[src/rtl/rtc_bus_pkg.sv]
// Shared types and constants for the RTC multiplexed-bus scheduler.
package rtc_bus_pkg;

  typedef enum logic [2:0] {
    ST_IDLE,
    ST_ADDR_SETUP,
    ST_ADDR,
    ST_ADDR_HOLD,
    ST_DATA,
    ST_DATA_HOLD,
    ST_RECOVER
  } state_e;

  typedef enum logic [1:0] {
    REQ_INI,
    REQ_WR,
    REQ_RD
  } req_id_e;

  localparam int unsigned T_SETUP_DEF    = 1;
  localparam int unsigned T_ADDR_DEF     = 7;
  localparam int unsigned T_HOLD_DEF     = 2;
  localparam int unsigned T_DATA_DEF     = 7;
  localparam int unsigned T_REC_DEF      = 4;
  localparam int unsigned MAX_STARVE_DEF = 3;
  localparam int unsigned CW_DEF         = 4;

  localparam logic [7:0] RTC_REG_SEC        = 8'h21;
  localparam logic [7:0] RTC_REG_MIN        = 8'h22;
  localparam logic [7:0] RTC_REG_HOUR       = 8'h23;
  localparam logic [7:0] RTC_REG_DAY        = 8'h24;
  localparam logic [7:0] RTC_REG_MONTH      = 8'h25;
  localparam logic [7:0] RTC_REG_YEAR       = 8'h26;
  localparam logic [7:0] RTC_REG_TMR_SEC    = 8'h41;
  localparam logic [7:0] RTC_REG_TMR_MIN    = 8'h42;
  localparam logic [7:0] RTC_REG_TMR_HOUR   = 8'h43;
  localparam logic [7:0] RTC_REG_CMD_STATUS = 8'hF0;

  function automatic logic phase_drives_addr(input state_e s);
    return (s == ST_ADDR_SETUP) || (s == ST_ADDR) || (s == ST_ADDR_HOLD);
  endfunction

endpackage

[src/rtl/rtc_bus_scheduler_timer.sv]
// Loadable down-counter that paces each bus phase; zero marks the phase's last cycle.
module rtc_phase_timer #(
  parameter int unsigned CW = 4
) (
  input  logic          clk,
  input  logic          rst_n,
  input  logic          load,
  input  logic [CW-1:0] load_val,
  output logic          zero
);

  logic [CW-1:0] count_q, count_d;

  always_comb begin
    count_d = count_q;
    if (load) begin
      count_d = load_val;
    end else if (count_q != '0) begin
      count_d = count_q - CW'(1);
    end
  end

  always_ff @(posedge clk or negedge rst_n) begin
    if (!rst_n) begin
      count_q <= '0;
    end else begin
      count_q <= count_d;
    end
  end

  assign zero = (count_q == '0);

endmodule

[src/rtl/rtc_bus_scheduler.sv]
// Arbitrates init/program/refresh requesters onto the RTC address/data bus and sequences each transaction.
module rtc_bus_scheduler
  import rtc_bus_pkg::*;
#(
  parameter int unsigned T_SETUP    = T_SETUP_DEF,
  parameter int unsigned T_ADDR     = T_ADDR_DEF,
  parameter int unsigned T_HOLD     = T_HOLD_DEF,
  parameter int unsigned T_DATA     = T_DATA_DEF,
  parameter int unsigned T_REC      = T_REC_DEF,
  parameter int unsigned MAX_STARVE = MAX_STARVE_DEF,
  parameter int unsigned CW         = CW_DEF
) (
  input  logic       reloj,
  input  logic       resetM,
  input  logic       enable,
  input  logic       req_ini,
  input  logic       req_wr,
  input  logic       req_rd,
  input  logic [7:0] addr_ini,
  input  logic [7:0] addr_wr,
  input  logic [7:0] addr_rd,
  input  logic [7:0] wdata_ini,
  input  logic [7:0] wdata_wr,
  output logic       gnt_ini,
  output logic       gnt_wr,
  output logic       gnt_rd,
  output logic       done_ini,
  output logic       done_wr,
  output logic       done_rd,
  output logic [7:0] rdata,
  output logic       busy,
  output logic       CS,
  output logic       RD,
  output logic       WR,
  output logic       A_D,
  output logic [7:0] dir_dato_o,
  output logic       dir_dato_oe,
  input  logic [7:0] dir_dato_i
);

  localparam int unsigned SW = $clog2(MAX_STARVE + 2);

  state_e        state_q, state_d;
  req_id_e       owner_q, owner_d;
  logic          is_rd_q, is_rd_d;
  logic [7:0]    addr_q, addr_d;
  logic [7:0]    wdata_q, wdata_d;
  logic [7:0]    bus_q, bus_d;
  logic [7:0]    rdata_q, rdata_d;
  logic [SW-1:0] starve_q, starve_d;
  logic          cs_q, cs_d, rd_q, rd_d, wr_q, wr_d, ad_q, ad_d, oe_q, oe_d;
  logic          done_ini_q, done_ini_d, done_wr_q, done_wr_d, done_rd_q, done_rd_d;
  logic          gnt_ini_c, gnt_wr_c, gnt_rd_c;
  logic          tmr_load, tmr_zero;
  logic [CW-1:0] tmr_val;

  rtc_phase_timer #(.CW(CW)) u_timer (
    .clk      (reloj),
    .rst_n    (resetM),
    .load     (tmr_load),
    .load_val (tmr_val),
    .zero     (tmr_zero)
  );

  always_comb begin
    state_d    = state_q;
    owner_d    = owner_q;
    is_rd_d    = is_rd_q;
    addr_d     = addr_q;
    wdata_d    = wdata_q;
    rdata_d    = rdata_q;
    starve_d   = starve_q;
    done_ini_d = 1'b0;
    done_wr_d  = 1'b0;
    done_rd_d  = 1'b0;
    gnt_ini_c  = 1'b0;
    gnt_wr_c   = 1'b0;
    gnt_rd_c   = 1'b0;

    case (state_q)
      ST_IDLE: begin
        if (enable && (req_ini || req_wr || req_rd)) begin
          state_d = ST_ADDR_SETUP;
          // A starved read pre-empts both writers; otherwise fixed ini > wr > rd.
          if (req_rd && ((starve_q == SW'(MAX_STARVE)) || !(req_ini || req_wr))) begin
            owner_d  = REQ_RD;
            is_rd_d  = 1'b1;
            addr_d   = addr_rd;
            wdata_d  = '0;
            gnt_rd_c = 1'b1;
            starve_d = '0;
          end else begin
            is_rd_d = 1'b0;
            if (req_ini) begin
              owner_d   = REQ_INI;
              addr_d    = addr_ini;
              wdata_d   = wdata_ini;
              gnt_ini_c = 1'b1;
            end else begin
              owner_d  = REQ_WR;
              addr_d   = addr_wr;
              wdata_d  = wdata_wr;
              gnt_wr_c = 1'b1;
            end
            if (req_rd && (starve_q != SW'(MAX_STARVE))) begin
              starve_d = starve_q + SW'(1);
            end
          end
        end
      end
      ST_ADDR_SETUP: if (tmr_zero) state_d = ST_ADDR;
      ST_ADDR:       if (tmr_zero) state_d = ST_ADDR_HOLD;
      ST_ADDR_HOLD:  if (tmr_zero) state_d = ST_DATA;
      ST_DATA: begin
        if (tmr_zero) begin
          state_d = ST_DATA_HOLD;
          if (is_rd_q) rdata_d = dir_dato_i;
        end
      end
      ST_DATA_HOLD:  if (tmr_zero) state_d = ST_RECOVER;
      ST_RECOVER: begin
        if (tmr_zero) begin
          state_d    = ST_IDLE;
          done_ini_d = (owner_q == REQ_INI);
          done_wr_d  = (owner_q == REQ_WR);
          done_rd_d  = (owner_q == REQ_RD);
        end
      end
      default: state_d = ST_IDLE;
    endcase

    tmr_load = (state_d != state_q);
    case (state_d)
      ST_ADDR_SETUP: tmr_val = CW'(T_SETUP - 1);
      ST_ADDR:       tmr_val = CW'(T_ADDR - 1);
      ST_ADDR_HOLD:  tmr_val = CW'(T_HOLD - 1);
      ST_DATA:       tmr_val = CW'(T_DATA - 1);
      ST_DATA_HOLD:  tmr_val = CW'(T_HOLD - 1);
      ST_RECOVER:    tmr_val = CW'(T_REC - 1);
      default:       tmr_val = '0;
    endcase

    // Pins are decoded from the next state so they change on the same edge as the state.
    cs_d = !((state_d == ST_ADDR) || (state_d == ST_DATA));
    wr_d = !((state_d == ST_ADDR) || ((state_d == ST_DATA) && !is_rd_d));
    rd_d = !((state_d == ST_DATA) && is_rd_d);
    ad_d = !phase_drives_addr(state_d);
    oe_d = 1'b0;
    bus_d = '0;
    if (phase_drives_addr(state_d)) begin
      oe_d  = 1'b1;
      bus_d = addr_d;
    end else if (((state_d == ST_DATA) || (state_d == ST_DATA_HOLD)) && !is_rd_d) begin
      oe_d  = 1'b1;
      bus_d = wdata_d;
    end
  end

  always_ff @(posedge reloj or negedge resetM) begin
    if (!resetM) begin
      state_q    <= ST_IDLE;
      owner_q    <= REQ_INI;
      is_rd_q    <= 1'b0;
      addr_q     <= '0;
      wdata_q    <= '0;
      bus_q      <= '0;
      rdata_q    <= '0;
      starve_q   <= '0;
      cs_q       <= 1'b1;
      rd_q       <= 1'b1;
      wr_q       <= 1'b1;
      ad_q       <= 1'b1;
      oe_q       <= 1'b0;
      done_ini_q <= 1'b0;
      done_wr_q  <= 1'b0;
      done_rd_q  <= 1'b0;
    end else begin
      state_q    <= state_d;
      owner_q    <= owner_d;
      is_rd_q    <= is_rd_d;
      addr_q     <= addr_d;
      wdata_q    <= wdata_d;
      bus_q      <= bus_d;
      rdata_q    <= rdata_d;
      starve_q   <= starve_d;
      cs_q       <= cs_d;
      rd_q       <= rd_d;
      wr_q       <= wr_d;
      ad_q       <= ad_d;
      oe_q       <= oe_d;
      done_ini_q <= done_ini_d;
      done_wr_q  <= done_wr_d;
      done_rd_q  <= done_rd_d;
    end
  end

  assign gnt_ini     = gnt_ini_c;
  assign gnt_wr      = gnt_wr_c;
  assign gnt_rd      = gnt_rd_c;
  assign done_ini    = done_ini_q;
  assign done_wr     = done_wr_q;
  assign done_rd     = done_rd_q;
  assign rdata       = rdata_q;
  assign busy        = (state_q != ST_IDLE);
  assign CS          = cs_q;
  assign RD          = rd_q;
  assign WR          = wr_q;
  assign A_D         = ad_q;
  assign dir_dato_o  = bus_q;
  assign dir_dato_oe = oe_q;

endmodule

[config.mk]
export PLATFORM = sky130hd
export DESIGN_NAME = rtc_bus_scheduler
export DESIGN_NICKNAME = d
export VERILOG_FILES = /design/src/rtl/rtc_bus_pkg.sv /design/src/rtl/rtc_bus_scheduler_timer.sv /design/src/rtl/rtc_bus_scheduler.sv
export SDC_FILE = /design/constraint.sdc
export NUM_CORES = 1
export LEC_CHECK = 0
export CAP_MARGIN = 10
export CORE_MARGIN = 4
export CORE_UTILIZATION = 47
export CTS_CLUSTER_SIZE = 8
export DETAILED_ROUTE_END_ITERATION = 7
export GPL_TIMING_DRIVEN = 0
export PLACE_DENSITY_LB_ADDON = 0.25
export SLEW_MARGIN = 20
export SYNTH_ARGS = -nofsm -noshare
export SYNTH_HDL_FRONTEND = slang
export SYNTH_HIERARCHICAL = 1
export SYNTH_SLANG_ARGS = --single-unit
[constraint.sdc]
create_clock -name reloj -period 2.6 [get_ports reloj]
set_clock_uncertainty 0.05 [all_clocks]
set_input_delay 0.39 -clock reloj [delete_from_list [all_inputs] [get_ports reloj]]
set_output_delay 0.39 -clock reloj [all_outputs]
set_load 0.05 [all_outputs]
==> results of run 1 <==
metrics by stage:
step                      util (%)  hold slack [ns]  TNS (ns)  power [mW]  area (µm²)
after floorplan                  -           0.0444         0        2.62        2700
after global placement        64.5            0.411    -22.85        3.11        3580
after detailed placement      64.5            0.417     -1.70        3.16        3570
after CTS                     66.6           0.0772   -0.0819        3.73        3690
after global routing          67.3            0.101    -0.355        4.03        3730
final                         67.3           0.0376         0        3.76        3730
synthesized netlist by cell type (3+ instances only):
cell type and n:
nor2_1 8, inv_1 20, dfrtp_1 49, a221oi_1 6, nand2_1 32, o21ai_1 3
ha_1 3, a21boi_0 8, a21oi_1 8, a221o_1 3, buf_2 5, nand3b_1 8
a211oi_1 6, dfstp_2 4, nor2b_1 4, nor3b_1 3, nand2b_1 8, o21ai_0 15
clkbuf_1 10, a31oi_1 8, nor3_1 5, o22ai_1 6, mux2_2 9
repair_timing:
item	in CTS	in global routing
hold buffers	0	0
resized for setup	15	5
cloned	0	0
setup endpoints to repair	4	13
setup buffers	0	4
pin swaps	0	0
registers in the layout, indices dropped and copies added, names as in the netlist:
name	cells
done_rd	1
done_wr	1
owner_q	2
RD	1
dir_dato_o	8
CS	1
dir_dato_oe	1
A_D	1
wdata_q	8
done_ini	1
WR	1
state_q	3
rdata	8
is_rd_q	1
u_timer/count_q	4
starve_q	3
addr_q	8
power breakdown:
part	total (mW)	switching [mW]	internal [mW]
Sequential	1.27	0.134	1.14
Combinational	1.91	1.13	0.787
Clock	0.576	0.262	0.314
worst max-delay path, delay by kind of cell:
kind / cells / cell delay [ns]
buffers and inverters: 3 / 0.93
and+or+nand+nor: 2 / 0.80
worst max path at each step:
stage | start | to | slack, ns
after CTS | enable | gnt_ini | -0.04
after global routing | state_q[1] | gnt_ini | -0.11
after global placement | enable | gnt_wr | -0.58
after floorplan | state_q[2] | gnt_wr | 0.0007
final | enable | gnt_wr | 0.04
after detailed placement | enable | gnt_wr | -0.59
per-layer routing:
layer	GRT usage, %	wire length (µm)
met4	6.43	116
met3	5.92	537
met1	25.0	2820
met5	0	0
met2	32.5	3160
cell families after synthesis:
| logic type | after synthesis |
|---|---|
| AO/OA/AOI/OAI | 78 |
| XOR/XNOR | 1 |
| adder cells (fa/ha/maj) | 3 |
| buffers and inverters | 40 |
| flip-flops | 53 |
| multiplexers | 10 |
| other | 1 |
| AND/OR/NAND/NOR | 84 |
cell type report:
cell class,count,area (µm²),share of cell area [%]
Sequential cell,53,1330,35.7
Clock inverter,1,30.0,0.805
Tap cell,72,90.1,2.42
Multi-Input combinational cell,177,1200,32.2
Timing Repair Buffer,83,817,21.9
Inverter,21,78.8,2.11
Clock buffer,7,86.3,2.31
Buffer,19,95.1,2.55
==> reports/qor.txt, run 1 <==
Row cnt -> 27
Mean Syn Cell Area -> 9.98 µm²
Setup WS post-layout -> 0.0414 ns
CP arrival -> 2.12 ns
First-pass GRT wire length -> 11.2 mm
Die span in x -> 83.7 µm
CTS H-tree depth -> 2
Hold Vio Cnt, Final -> 0
DRC violations left -> 0
Peak Freq -> 391 MHz
Ant. Diodes -> 0
Area Overhead vs Synth -> 38.4%
Worst hold-check path type -> in2async
Grt ovf -> 0
Initial antenna violation count -> 0
Longest Clk Path Bufs -> 2
CP endpoint kind -> output pin
Reg-to-reg slack, setup -> 0.21 ns
Max-Cap Viols -> 0
Simple-Gate Fraction of Synth Area -> 18.3%
Initial drt markers -> 111
EDFF count, synth -> 0
Cell count after synthesis -> 270
Maximum vdd drop -> 0.661 mV
LEAKAGE -> 1.62 nW
Layout fillers -> 473
Dpl ws -> -0.592 ns
Leading area contributor after synthesis -> dfrtp_1
Synth Area in XOR/XNOR -> 0.325%
Largest net degree at the start of global routing -> 54
Die area -> 7010 µm²
Routed wire per std cell -> 15.3 µm
Share of cells above drive strength 1 -> 13.3%
Register bit total from synthesis -> 53
Port Buffers -> 79
Actual slew at the worst max-slew pin -> 0.635 ns
Worst-Skew Late Latency -> 0.31 ns
Root Buffer -> clkbuf_8
Ys Warns -> 6
Fin crit period -> 2.56 ns
Area contributors post-synth -> dfrtp_1, nand2_1, dfstp_2
Nets@finish -> 417
Placed Cells -> 421
FFs w/ async S/R, synth -> 100%
Tcrit/Tclk final -> 98.4%
Die height -> 83.7 µm
Non-Filler Instances -> 433
Mux share of post-synthesis cell area -> 4.13%
Critical-path top delay cell -> clkdlybuf4s50_1
Main synth FF type -> dfrtp_1
R2r endpoint -> u_timer/count_q[3]
I/O pin total -> 82
CTS sink cnt -> 53
Core area -> 5540 µm²
Routed vias -> 2363
TritonCTS Buffers -> 5
Unrepaired setup endpoints after global routing -> true
Final setup fails -> 0
Slew headroom -> 57.3%
Vias per cell -> 5.46
Router iterations before antenna repair -> 5
Critical Path Fanout Max -> 9
Synthesized area -> 2700 µm²
Adder-cell share of the synthesized area -> 1.39%
Startpoint Class -> primary input
Reg2reg start -> u_timer/count_q[0]
Worst path cell trace -> clkdlybuf4s50_1 > or4b_4 > buf_6 > nor4b_2 > buf_4
DRT Wirelength -> 6.63 mm
Largest family of logic cells by synthesized area -> compound AO/OA/AOI/OAI gates
Power Dens Cells -> 1010 nW/µm²
Syn_nets -> 327
Part of the Yosys area used for sequential elements -> 49.4%
WP data required -> 2.16 ns
Worst-case reg-to-reg path depth -> 9
CTS tree -> yes
Most common cell after layout, fill and taps aside -> clkdlybuf4s50_1
Yosys cell types -> 51
Setup CP Type -> in2out
Top-area cell type share of the netlist area -> 45.5%
Gr usage total -> 19.8%
GPL Wtd Cong -> 0.814
Compound-Gate Fraction of Synth Area -> 19.9%
Reg clk slew, reported paths -> 0.09 ns
Vias in the first global route -> 2367
Commonest cells after routing, fill and taps aside -> clkdlybuf4s50_1, dfrtp_1, nand2_1
Status -> complete, no violations
Detail Placement HPWL -> 4.86 mm
Slowest stage delay, CP -> 0.50 ns
Initial Util -> 48.6%
Antenna Violating Nets Remaining -> 0
Max Slew Vio Count -> 0
(Power assumes the default switching activity.)
==> run 2, diff against run 1 <==
--- a/config.mk
+++ b/config.mk
@@ -6,7 +6,7 @@
 export NUM_CORES = 1
 export LEC_CHECK = 0
 export CAP_MARGIN = 10
-export CORE_MARGIN = 4
+export CORE_MARGIN = 2
 export CORE_UTILIZATION = 47
 export CTS_CLUSTER_SIZE = 8
 export DETAILED_ROUTE_END_ITERATION = 7
==> run 2 against run 1 <==
  * Power decreased by 1.9%
  * Via count down 1.4%
  * Maximum frequency is 2.3% higher
  * Die area fell by 9.3%
  * Wire length shrank 1.7%
  * Largest cell class unchanged
  * Largest power group unchanged
==> reports/qor.txt, run 2 (same netlist as run 1, synthesis figures left out) <==
DRT Wirelength -> 6.52 mm (-1.7%)
Die height -> 79.7 µm (-4.8%)
Die span in x -> 79.7 µm (-4.8%)
Critical Path Fanout Max -> 9 (unchanged)
TritonCTS Buffers -> 5 (unchanged)
Die area -> 6360 µm² (-9.3%)
Core area -> 5510 µm² (-0.61%)
Ant. Diodes -> 0 (unchanged)
CTS H-tree depth -> 2 (unchanged)
Hold Vio Cnt, Final -> 0 (unchanged)
Port Buffers -> 79 (unchanged)
WP data required -> 2.16 ns (about the same)
Vias in the first global route -> 2200 (-7.1%)
Hold Worst Slack -> 0.0491 ns (+0.0116 ns)
LEAKAGE -> 1.63 nW (+0.19%)
Startpoint Class -> flop
CTS tree -> yes
Unrepaired setup endpoints after global routing -> true
Power Dens Cells -> 989 nW/µm² (-2.0%)
Fin crit period -> 2.50 ns (-0.0586 ns)
CTS sink cnt -> 53 (unchanged)
Worst-Skew Late Latency -> 0.30 ns (about the same)
Status -> complete, no violations
Routed wire per std cell -> 15.1 µm (-1.7%)
DRC violations left -> 0 (unchanged)
Area Overhead vs Synth -> 38.5%
First-pass GRT wire length -> 10.4 mm (-7.2%)
Setup CP Type -> reg2out
Row cnt -> 27 (unchanged)
Vias per cell -> 5.38 (-1.4%)
Largest net degree at the start of global routing -> 54 (unchanged)
Tcrit/Tclk final -> 96.2% (-2.3 points)
Root Buffer -> clkbuf_8
Peak Freq -> 400 MHz (+2.3%)
Nets@finish -> 417 (unchanged)
Gr usage total -> 21.2% (+1.4 points)
Actual slew at the worst max-slew pin -> 0.647 ns (+0.0117 ns)
Reg clk slew, reported paths -> 0.09 ns (about the same)
Setup TNS -> 0 ns (unchanged)
Final setup fails -> 0 (unchanged)
Hold buffer count at CTS -> 0 (unchanged)
GPL Wtd Cong -> 0.827 (+1.6%)
Initial Util -> 48.9% (+0.30 points)
I/O pin total -> 82 (unchanged)
Layout fillers -> 447 (-5.5%)
Slew headroom -> 56.9% (-0.45 points)
Worst hold-check path type -> in2async
CP arrival -> 2.06 ns (-0.06 ns)
CP endpoint kind -> output pin
Design Area, Final -> 3730 µm² (+0.10%)
Grt ovf -> 0 (unchanged)
Longest Clk Path Bufs -> 2 (unchanged)
Commonest cells after routing, fill and taps aside -> clkdlybuf4s50_1, dfrtp_1, nand2_1
Detail Placement HPWL -> 4.81 mm (-0.92%)
Initial antenna violation count -> 0 (unchanged)
Share of cells above drive strength 1 -> 14.1% (+0.83 points)
Router iterations before antenna repair -> 4 (-1)
Antenna Violating Nets Remaining -> 0 (unchanged)
Most common cell after layout, fill and taps aside -> clkdlybuf4s50_1
Max Slew Vio Count -> 0 (unchanged)
Routed vias -> 2331 (-1.4%)
DP Area -> 3570 µm² (unchanged)
Max-Cap Viols -> 0 (unchanged)
Initial drt markers -> 125 (+13%)
Maximum vdd drop -> 0.427 mV (-35%)
## run 2: path summary, 6_finish.rpt
path / slack, ns / cells past startpoint / endpoint / start
hold / removal: 0.05 / 1 / addr_q[6] / resetM
max in group asynchronous: 2.02 / 1 / addr_q[3] / resetM
min in group reloj: 0.43 / 3 / owner_q[1] / req_rd
setup reg to reg: 0.13 / 9 / u_timer/count_q[3] / u_timer/count_q[0]
setup / recovery: 0.10 / 5 / gnt_wr / state_q[1]
hold reg to reg: 0.44 / 1 / done_rd / owner_q[0]
## run 2: metrics by stage
| stage | util [%] | setup slack (ns) | instances | power, mW |
|---|---|---|---|---|
| after global routing | 67.8 | -0.0489 | 433 | 3.94 |
| after global placement | 64.9 | -0.619 | 421 | 3.11 |
| after floorplan | - | 0.000653 | 270 | 2.62 |
| final | 67.8 | 0.100 | 433 | 3.69 |
| after detailed placement | 64.9 | -0.630 | 421 | 3.17 |
| after CTS | 66.9 | 0.0150 | 429 | 3.65 |
## run 2: layout make-up
class	count	area, µm²	area share [%]
Sequential cell	53	1330	35.7
Multi-Input combinational cell	177	1220	32.6
Timing Repair Buffer	84	828	22.2
Buffer	18	92.6	2.48
Tap cell	72	90.1	2.41
Inverter	21	78.8	2.11
Clock buffer	5	68.8	1.84
Clock inverter	3	25.0	0.670
## run 2: layer usage
metal / wire (µm) / vias up / GRT usage (%) / part of all wire [%]
met3: 400 / 6 / 4.98 / 6.1
met2: 3130 / 79 / 35.7 / 48
met5: 0 / - / 0 / 0
li1: - / 1135 / - / -
met1: 2930 / 1111 / 27.6 / 45
met4: 70 / 0 / 5.17 / 1.1
## run 2: critical path: stages, from the launching register on
cell,delay [ns]
dfrtp_1,0.37
clkbuf_1,0.19
or4b_4,0.52
buf_6,0.17
nor4b_4,0.30
buf_6,0.21
## run 2: where the power goes
group          internal [mW]  switching, mW
Sequential              1.14          0.137
Combinational          0.794           1.14
Clock                  0.197          0.287
Total                   2.13           1.56
## run 2: repair_timing
| item | in CTS | in global routing |
|---|---|---|
| pin swaps | 0 | 1 |
| endpoints found under the setup margin | 4 | 12 |
| buffers inserted | 0 | 5 |
| cloned | 0 | 0 |
| resized for setup | 18 | 5 |
==> run 3, diff against run 2 <==
--- a/config.mk
+++ b/config.mk
@@ -8,10 +8,11 @@
 export CAP_MARGIN = 10
 export CORE_MARGIN = 2
 export CORE_UTILIZATION = 47
+export CTS_CLUSTER_DIAMETER = 80
 export CTS_CLUSTER_SIZE = 8
 export DETAILED_ROUTE_END_ITERATION = 7
 export GPL_TIMING_DRIVEN = 0
-export PLACE_DENSITY_LB_ADDON = 0.25
+export PLACE_DENSITY = 0.8
 export SLEW_MARGIN = 20
 export SYNTH_ARGS = -nofsm -noshare
 export SYNTH_HDL_FRONTEND = slang
==> run 3 against run 2 <==
  * First-iteration DRC count grew 50%
  * Global-route usage is 0.42 points lower
  * Via count is 1.2% higher
  * Non-clock buffer count shrank 3
  * Maximum frequency decreased by 0.58%
  * Register-to-register slack improved by 0.15 ns
  * Sequential share of layout area grew 0.25 points
  * Wire length fell by 0.17%
  * Power shrank 1.3%
  * Final cell count shrank 0.69%
  * Critical path type is now in2out
  * Largest cell class unchanged
  * Largest power group unchanged
==> reports/qor.txt, run 3 (same netlist as run 1, synthesis figures left out) <==
Status -> complete, no violations
Largest delay contributor family on the critical path -> buffers and inverters
Initial Util -> 48.9% (unchanged)
Unrepaired setup endpoints after global routing -> false
Startpoint Class -> primary input
Setup CP Type -> in2out
Worst-Skew Late Latency -> 0.31 ns (about the same)
Antenna Violating Nets Remaining -> 0 (unchanged)
I/O pin total -> 82 (unchanged)
Maximum vdd drop -> 0.479 mV (+12%)
Routed wire per std cell -> 15.1 µm (+0.53%)
Reg clk slew, reported paths -> 0.10 ns (about the same)
Vias in the first global route -> 2216 (+0.73%)
Hold Vio Cnt, Final -> 0 (unchanged)
Non-Filler Instances -> 430 (-0.69%)
Die span in x -> 79.7 µm (unchanged)
GPL Wtd Cong -> 0.828 (+0.11%)
Worst path cell trace -> clkdlybuf4s50_1 > or4b_4 > buf_6 > nor4b_4 > buf_6
Dpl ws -> -0.672 ns (-0.0421 ns)
Most common cell after layout, fill and taps aside -> clkdlybuf4s50_1
CTS tree -> yes
Placed Cells -> 421 (unchanged)
Critical-path top delay cell -> clkdlybuf4s50_1
Util after Layout -> 67.3% (-0.48 points)
Commonest cells after routing, fill and taps aside -> clkdlybuf4s50_1, dfrtp_1, nand2_1
Final setup fails -> 0 (unchanged)
Max Slew Vio Count -> 0 (unchanged)
Max-Cap Viols -> 0 (unchanged)
Largest net degree at the start of global routing -> 54 (unchanged)
DRT Wirelength -> 6.51 mm (-0.17%)
Worst hold-check path type -> in2async
Critical Path Fanout Max -> 9 (unchanged)
LEAKAGE -> 1.61 nW (-0.81%)
Gr usage total -> 20.8% (-0.42 points)
Longest Clk Path Bufs -> 2 (unchanged)
Design Area, Final -> 3710 µm² (-0.70%)
Actual slew at the worst max-slew pin -> 0.652 ns (+0.00522 ns)
Root Buffer -> clkbuf_8
Setup WS post-layout -> 0.0855 ns (-0.0146 ns)
Die area -> 6360 µm² (unchanged)
Crit path top cell by count -> buf_6
Ant. Diodes -> 0 (unchanged)
Router iterations before antenna repair -> 4 (unchanged)
DRC violations left -> 0 (unchanged)
Port Buffers -> 79 (unchanged)
Nets@finish -> 414 (-0.72%)
Vias per cell -> 5.48 (+1.9%)
CTS H-tree depth -> 2 (unchanged)
First-pass GRT wire length -> 10.2 mm (-2.0%)
DP Area -> 3570 µm² (unchanged)
Die height -> 79.7 µm (unchanged)
Slowest stage delay, CP -> 0.51 ns (about the same)
TritonCTS Buffers -> 5 (unchanged)
Routed vias -> 2358 (+1.2%)
Tcrit/Tclk final -> 96.7% (+0.56 points)
Row cnt -> 27 (unchanged)
Power Dens Cells -> 983 nW/µm² (-0.56%)
Tot Pwr -> 3.65 mW (-1.3%)
Area Overhead vs Synth -> 37.6%
Initial antenna violation count -> 0 (unchanged)
Peak Freq -> 398 MHz (-0.58%)
Share of cells above drive strength 1 -> 13.7% (-0.44 points)
CP arrival -> 2.07 ns (about the same)
Buf/Inv on CP -> 3 (unchanged)
Fin crit period -> 2.51 ns (+0.0146 ns)
Detail Placement HPWL -> 4.73 mm (-1.7%)
CTS sink cnt -> 53 (unchanged)
Slew headroom -> 56.5% (-0.35 points)
Grt ovf -> 0 (unchanged)
Hold buffer count at CTS -> 0 (unchanged)
WP data required -> 2.16 ns (about the same)
Initial drt markers -> 187 (+50%)
CP endpoint kind -> output pin
Core area -> 5510 µm² (unchanged)
[run 3: path summary, 6_finish.rpt]
kind	from	end	slack (ns)	cells past startpoint
setup / recovery	enable	gnt_wr	0.09	5
hold / removal	resetM	starve_q[1]	0.04	1
hold reg to reg	owner_q[0]	done_rd	0.44	1
setup reg to reg	u_timer/count_q[0]	u_timer/count_q[3]	0.28	9
min in group reloj	owner_q[0]	done_rd	0.44	1
max in group asynchronous	resetM	wdata_q[5]	2.01	1
[run 3: per-layer routing]
metal	track usage (%)	vias to the layer above	wire [µm]
met3	4.41	4	537
met5	0	-	0
met2	36.2	107	3220
li1	-	1134	-
met1	26.0	1113	2720
met4	5.52	0	34
[run 3: final cells by class]
type	instances	area, µm²
clock inverter	3	21.3
buffer	18	93.8
timing repair buffer	81	805
multi-input combinational	177	1220
inverter	21	78.8
sequential	53	1330
fill	441	1800
clock buffer	5	68.8
tap	72	90.1
[run 3: repair_timing]
| action | 4_1_cts | 5_1_grt |
|---|---|---|
| setup buffers | 0 | 2 |
| gates resized for setup | 17 | 9 |
| endpoints found under the setup margin | 4 | 12 |
| pin swaps | 0 | 1 |
[run 3: through the flow]
stage	TNS (ns)	hold slack (ns)
6_report	0	0.0390
5_1_grt	0	0.0909
4_1_cts	0	0.0721
3_5_place_dp	-1.73	0.405
3_3_place_gp	-21.64	0.409
2_1_floorplan	0	0.0444
[run 3: report_power, final]
group          switching (mW)  internal (mW)
Clock                   0.273          0.191
Sequential              0.136           1.14
Combinational            1.13          0.779
Total                    1.54           2.11
